File: config.mk
export PLATFORM = sky130hd
export DESIGN_NAME = rv_plic_src_cond
export DESIGN_NICKNAME = d
export VERILOG_FILES = /design/src/rtl/rv_plic_reg_pkg.sv /design/src/rtl/prim_flop_2sync.sv /design/src/rtl/rv_plic_src_filter.sv /design/src/rtl/rv_plic_src_cond.sv
export SDC_FILE = /design/constraint.sdc
export NUM_CORES = 1
export LEC_CHECK = 0
export ABC_AREA = 1
export BUFFER_PORTS_ARGS = -buffer_cell sky130_fd_sc_hd__clkbuf_2
export CAP_MARGIN = 20
export CORE_ASPECT_RATIO = 0.8
export CORE_MARGIN = 2
export CORE_UTILIZATION = 50
export CTS_CLUSTER_SIZE = 16
export DETAILED_ROUTE_END_ITERATION = 7
export GPL_TIMING_DRIVEN = 0
export PLACE_DENSITY = 0.71
export RECOVER_POWER = 100
export SYNTH_ARGS = -nofsm -noshare
export SYNTH_HDL_FRONTEND = slang
export SYNTH_HIERARCHICAL = 1
export SYNTH_SLANG_ARGS = --single-unit
File: constraint.sdc
create_clock -name clk_i -period 1.3 [get_ports clk_i]
set_input_delay 0.195 -clock clk_i [delete_from_list [all_inputs] [get_ports clk_i]]
set_output_delay 0.195 -clock clk_i [all_outputs]
set_load 0.05 [all_outputs]
File: src/rtl/rv_plic_reg_pkg.sv
`default_nettype none
// ==========================================================================
// rv_plic_reg_pkg: PLIC register-level constants shared across the PLIC blocks
// Rev 1.0
// ==========================================================================
package rv_plic_reg_pkg;

    parameter int NumSrc = 32;

    typedef logic [NumSrc-1:0] src_vec_t;

endpackage : rv_plic_reg_pkg
`default_nettype wire

File: src/rtl/prim_flop_2sync.sv
`default_nettype none
// ==========================================================================
// prim_flop_2sync: two-stage flop synchronizer for asynchronous inputs
// Rev 1.0
// ==========================================================================
module prim_flop_2sync #(
    parameter int               Width      = 16,
    parameter logic [Width-1:0] ResetValue = '0
) (
    input  logic             clk_i,
    input  logic             rst_ni,
    input  logic [Width-1:0] d_i,
    output logic [Width-1:0] q_o
);

    logic [Width-1:0] s1;

    always_ff @(posedge clk_i or negedge rst_ni) begin
        if (!rst_ni) begin
            s1  <= ResetValue;
            q_o <= ResetValue;
        end else begin
            s1  <= d_i;
            q_o <= s1;
        end
    end

endmodule : prim_flop_2sync
`default_nettype wire

File: src/rtl/rv_plic_src_filter.sv
`default_nettype none
// ==========================================================================
// rv_plic_src_filter: one source slice - sync, polarity, debounce, rise pulse
// Rev 1.0
// ==========================================================================
module rv_plic_src_filter #(
    parameter int CntW = 8
) (
    input  logic            clk_i,
    input  logic            rst_ni,
    input  logic            raw_i,
    input  logic            pol_i,
    input  logic            filt_en_i,
    input  logic [CntW-1:0] filt_thresh_i,
    output logic            src_o,
    output logic            rise_o
);

    logic            s2;
    logic            cond;
    logic            q;
    logic            q_nxt;
    logic            rise;
    logic [CntW-1:0] cnt;
    logic [CntW-1:0] cnt_nxt;

    prim_flop_2sync #(
        .Width      (1),
        .ResetValue (1'b0)
    ) u_sync (
        .clk_i  (clk_i),
        .rst_ni (rst_ni),
        .d_i    (raw_i),
        .q_o    (s2)
    );

    assign cond = s2 ^ pol_i;

    // cnt only advances while below the threshold, so it can never wrap;
    // ">=" lets a lowered threshold commit a pending change immediately.
    always_comb begin
        q_nxt   = q;
        cnt_nxt = cnt;
        if (!filt_en_i) begin
            q_nxt   = cond;
            cnt_nxt = '0;
        end else if (cond == q) begin
            cnt_nxt = '0;
        end else if (cnt >= filt_thresh_i) begin
            q_nxt   = cond;
            cnt_nxt = '0;
        end else begin
            cnt_nxt = cnt + CntW'(1);
        end
    end

    always_ff @(posedge clk_i or negedge rst_ni) begin
        if (!rst_ni) begin
            q    <= 1'b0;
            cnt  <= '0;
            rise <= 1'b0;
        end else begin
            q    <= q_nxt;
            cnt  <= cnt_nxt;
            rise <= q_nxt & ~q;
        end
    end

    assign src_o  = q;
    assign rise_o = rise;

endmodule : rv_plic_src_filter
`default_nettype wire

File: src/rtl/rv_plic_src_cond.sv
`default_nettype none
// ==========================================================================
// rv_plic_src_cond: per-source interrupt conditioning in front of the PLIC
// Rev 1.0
// ==========================================================================
module rv_plic_src_cond #(
    parameter int NumSrc = rv_plic_reg_pkg::NumSrc,
    parameter int CntW   = 8
) (
    input  logic              clk_i,
    input  logic              rst_ni,
    input  logic [NumSrc-1:0] intr_raw_i,
    input  logic [NumSrc-1:0] pol_i,
    input  logic [NumSrc-1:0] filt_en_i,
    input  logic [CntW-1:0]   filt_thresh_i,
    output logic [NumSrc-1:0] intr_src_o,
    output logic [NumSrc-1:0] intr_rise_o
);

    // PLIC ID 0 is reserved: no logic behind it, inputs are deliberately dropped.
    logic unused_src0;
    assign unused_src0    = ^{intr_raw_i[0], pol_i[0], filt_en_i[0]};
    assign intr_src_o[0]  = 1'b0;
    assign intr_rise_o[0] = 1'b0;

    for (genvar s = 1; s < NumSrc; s++) begin : g_src
        rv_plic_src_filter #(
            .CntW (CntW)
        ) u_filter (
            .clk_i         (clk_i),
            .rst_ni        (rst_ni),
            .raw_i         (intr_raw_i[s]),
            .pol_i         (pol_i[s]),
            .filt_en_i     (filt_en_i[s]),
            .filt_thresh_i (filt_thresh_i),
            .src_o         (intr_src_o[s]),
            .rise_o        (intr_rise_o[s])
        );
    end

endmodule : rv_plic_src_cond
`default_nettype wire

==> run metrics <==
chip width 253 um; TritonCTS clock tree built; # setup viols final 343; Critical Path Max Stage Delay 0.34 ns; Storage cell area 9350 sq um; CTS root buffer clkbuf_16; critical-path cell list inv_1, ha_1, inv_1, nand2_1, nand2_1, nand2_1, nand2_1, nand2_2, nand2_4, nand3_4, nor2_2; Netlist cell types 22; fin crit share 116%; peak supply drop 858 uV; Placement Cell Area 26,600 sq um; fillers 3,794; skew final 0.0154 ns; Crit path max-delay family simple AND/OR/NAND/NOR gates; Worst path slowest cell dfrtp_1; wirelength, routed 56.1 mm; clock slew at reported path FFs 0.06 ns; # nets final 3,970; Crit path required time 1.79 ns; Final GP Congestion 0.773; startpoint type of the worst setup path register; clk sinks 372; Final Non-Filler Cells 4,247; Max clock buf depth 3; DP Wirelength 34.1 mm; Multi-input gate area 14,600 sq um; layout cells sized above 1 31.3%; Placed Cells incl. Taps 3,875; Final min period 1.51 ns; WL/cell 13.2 um; initial antenna violation count 3; crit path capture type register; post-synthesis register bit count 372; height of the die 203 um; Fin Hold WS -0.450 ns; DRC viols 0; Combinational Power Share 18.1%; # IOs 170; Design Power 29.7 mW; Total GRT Usage 21.8%; Switching Share 28.2%; YS warnings 6; Least-Margin Pin Slew 1.06 ns; Max Clk Rate 0.664 GHz; worst hold path type input pin to async pin; Leak 17.2 nW; pin count of the biggest net entering global routing 109; relative slew slack 29.6%; fin worst setup slack -0.207 ns; Initial Util 50.9%; Seq pwr share 41.4%; PD cells 908 nW/um^2; outcome finished with violations; max-cap violation count 0; Pint 21.3 mW; CP arrival 2.00 ns; setup_tns -39.60 ns; die area 51,300 sq um; Clock power frac 40.6%; via count 20,600; core area 48,600 sq um; Mapped Cells 3,072; Clock H-tree levels 2; fin. max-slew vios 0; DR pass1 iterations 5; initial DRC count 699; insertion delay to the later sink of the worst-skew pair 0.56 ns; Core Util, Final 67.4%; CP Class register to register; Synth Area per Inst 8.05 sq um; RSZ-0062 raised after global routing true; CP bufs+invs 2; failing checks hold timing, setup timing; Num CTS Buffers 43; P_sw 8.38 mW; register area share after synthesis 37.6%; design area 32,700 sq um; Fin. Hold Viols 95; crit path max fanout 8; vias in the first global route 20,000; # port buffers 164; gr ovfl total 0; DR vias/cell 4.85; # rows 72; most used cell, CP nand2_1; Routed Antenna Nets 0; global-route wire length before repair 92.6 mm; Place WS -0.997 ns; hold buffers post-CTS 69; cell area after synthesis 24,700 sq um; synth-to-layout area growth 32.4%
## metal layers
| metal | track usage [%] | wire [um] | vias to the layer above |
|---|---|---|---|
| li1 | - | - | 10600 |
| met1 | 28.5 | 26400 | 9634 |
| met2 | 37.5 | 26900 | 255 |
| met3 | 3.44 | 1870 | 70 |
| met4 | 5.62 | 993 | 2 |
| met5 | 0 | 11 | - |
## cell usage after synthesis (all sizes together)
master	number	share of area (%)
a21boi	31	1.4
dfrtp	372	38
xor2	31	1.1
nand4	124	3.9
o21ai	31	0.63
nand3	155	5.3
buf	2	0.061
nand2	775	12
ha	279	14
xnor2	62	2.2
nor2	434	9.0
a21oi	93	1.9
inv	651	9.9
conb	1	0.015
and3	31	0.78
## layout by cell type, fill, tap and decap left out, types with 7 or more instances in the layout
master and n:
nand2_1 672, inv_1 638, dfrtp_1 341, nor2_2 239
ha_1 223, buf_4 202, nor2_1 143, nand4_1 93
clkbuf_2 92, nand3_1 81, nand2_2 75, dlygate4sd3_1 69
buf_8 62, xnor2_1 61, a21oi_1 61, ha_4 56
nor2_4 52, clkbuf_16 45, nand3_2 43, nand3_4 31
nand4_2 31, xor2_1 31, o21ai_0 31, a21oi_2 31
dfrtp_2 31, a21boi_2 30, nand2_4 28, and3_1 26
buf_6 26, clkbuf_8 16, clkbuf_1 13, inv_2 13
buf_12 7, clkbuf_4 7
## layout make-up
cell class	count	share of cell area [%]
well taps	629	2.40
flip-flops and latches	372	28.5
inverters	651	7.46
clock inverters	4	0.0611
clock buffers	72	4.24
repair buffers	467	12.6
multi-input cells	2048	44.6
diodes	2	0.0153
plain buffers	2	0.0459
## cells by family after synthesis
group           Yosys count  share of synthesized area (%)
fa+ha+maj               279                           14.1
xor+xnor                 93                           3.29
simple gates           1519                           31.1
flops                   372                           37.6
buf+inv                 653                           9.94
other cells               1                         0.0152
compound gates          155                           3.91
## final timing paths
check / cells past startpoint / startpoint / endpoint / slack, ns
max in group asynchronous: 3 / rst_ni / g_src[28].u_filter/cnt[2] / 0.19
hold / removal: 1 / rst_ni / g_src[4].u_filter/cnt[7] / -0.45
setup / recovery: 11 / g_src[19].u_filter/cnt[0] / g_src[19].u_filter/cnt[7] / -0.21
min in group clk_i: 5 / filt_en_i[28] / g_src[28].u_filter/src_o / 0.03
hold reg to reg: 0 / g_src[27].u_filter/u_sync/s1 / g_src[27].u_filter/u_sync/q_o / 0.35
setup reg to reg: 11 / g_src[19].u_filter/cnt[0] / g_src[19].u_filter/cnt[7] / -0.21
## power groups by stage
stage,registers (mW),logic (mW),clock network (mW)
after CTS,12.2,5.01,12.5
final,12.3,5.37,12.1
after detailed placement,12.6,4.00,0
after global placement,12.6,3.88,0
after floorplan,13.1,2.11,0
after global routing,12.3,5.97,13.0
## flip-flops by register name, indices dropped and copies added (netlist names)
register and flops:
g_src.u_filter/cnt 248, g_src.u_filter/u_sync/q_o 31, g_src.u_filter/u_sync/s1 31, g_src.u_filter/rise_o 31
g_src.u_filter/src_o 31
## repair_timing
item,4_1_cts,5_1_grt
setup endpoints to repair,372,480
hold endpoints to repair,153,84
resized for setup,309,265
pin swaps,161,170
buffers inserted,176,49
No activity file was read; power rests on OpenSTA's default activity.
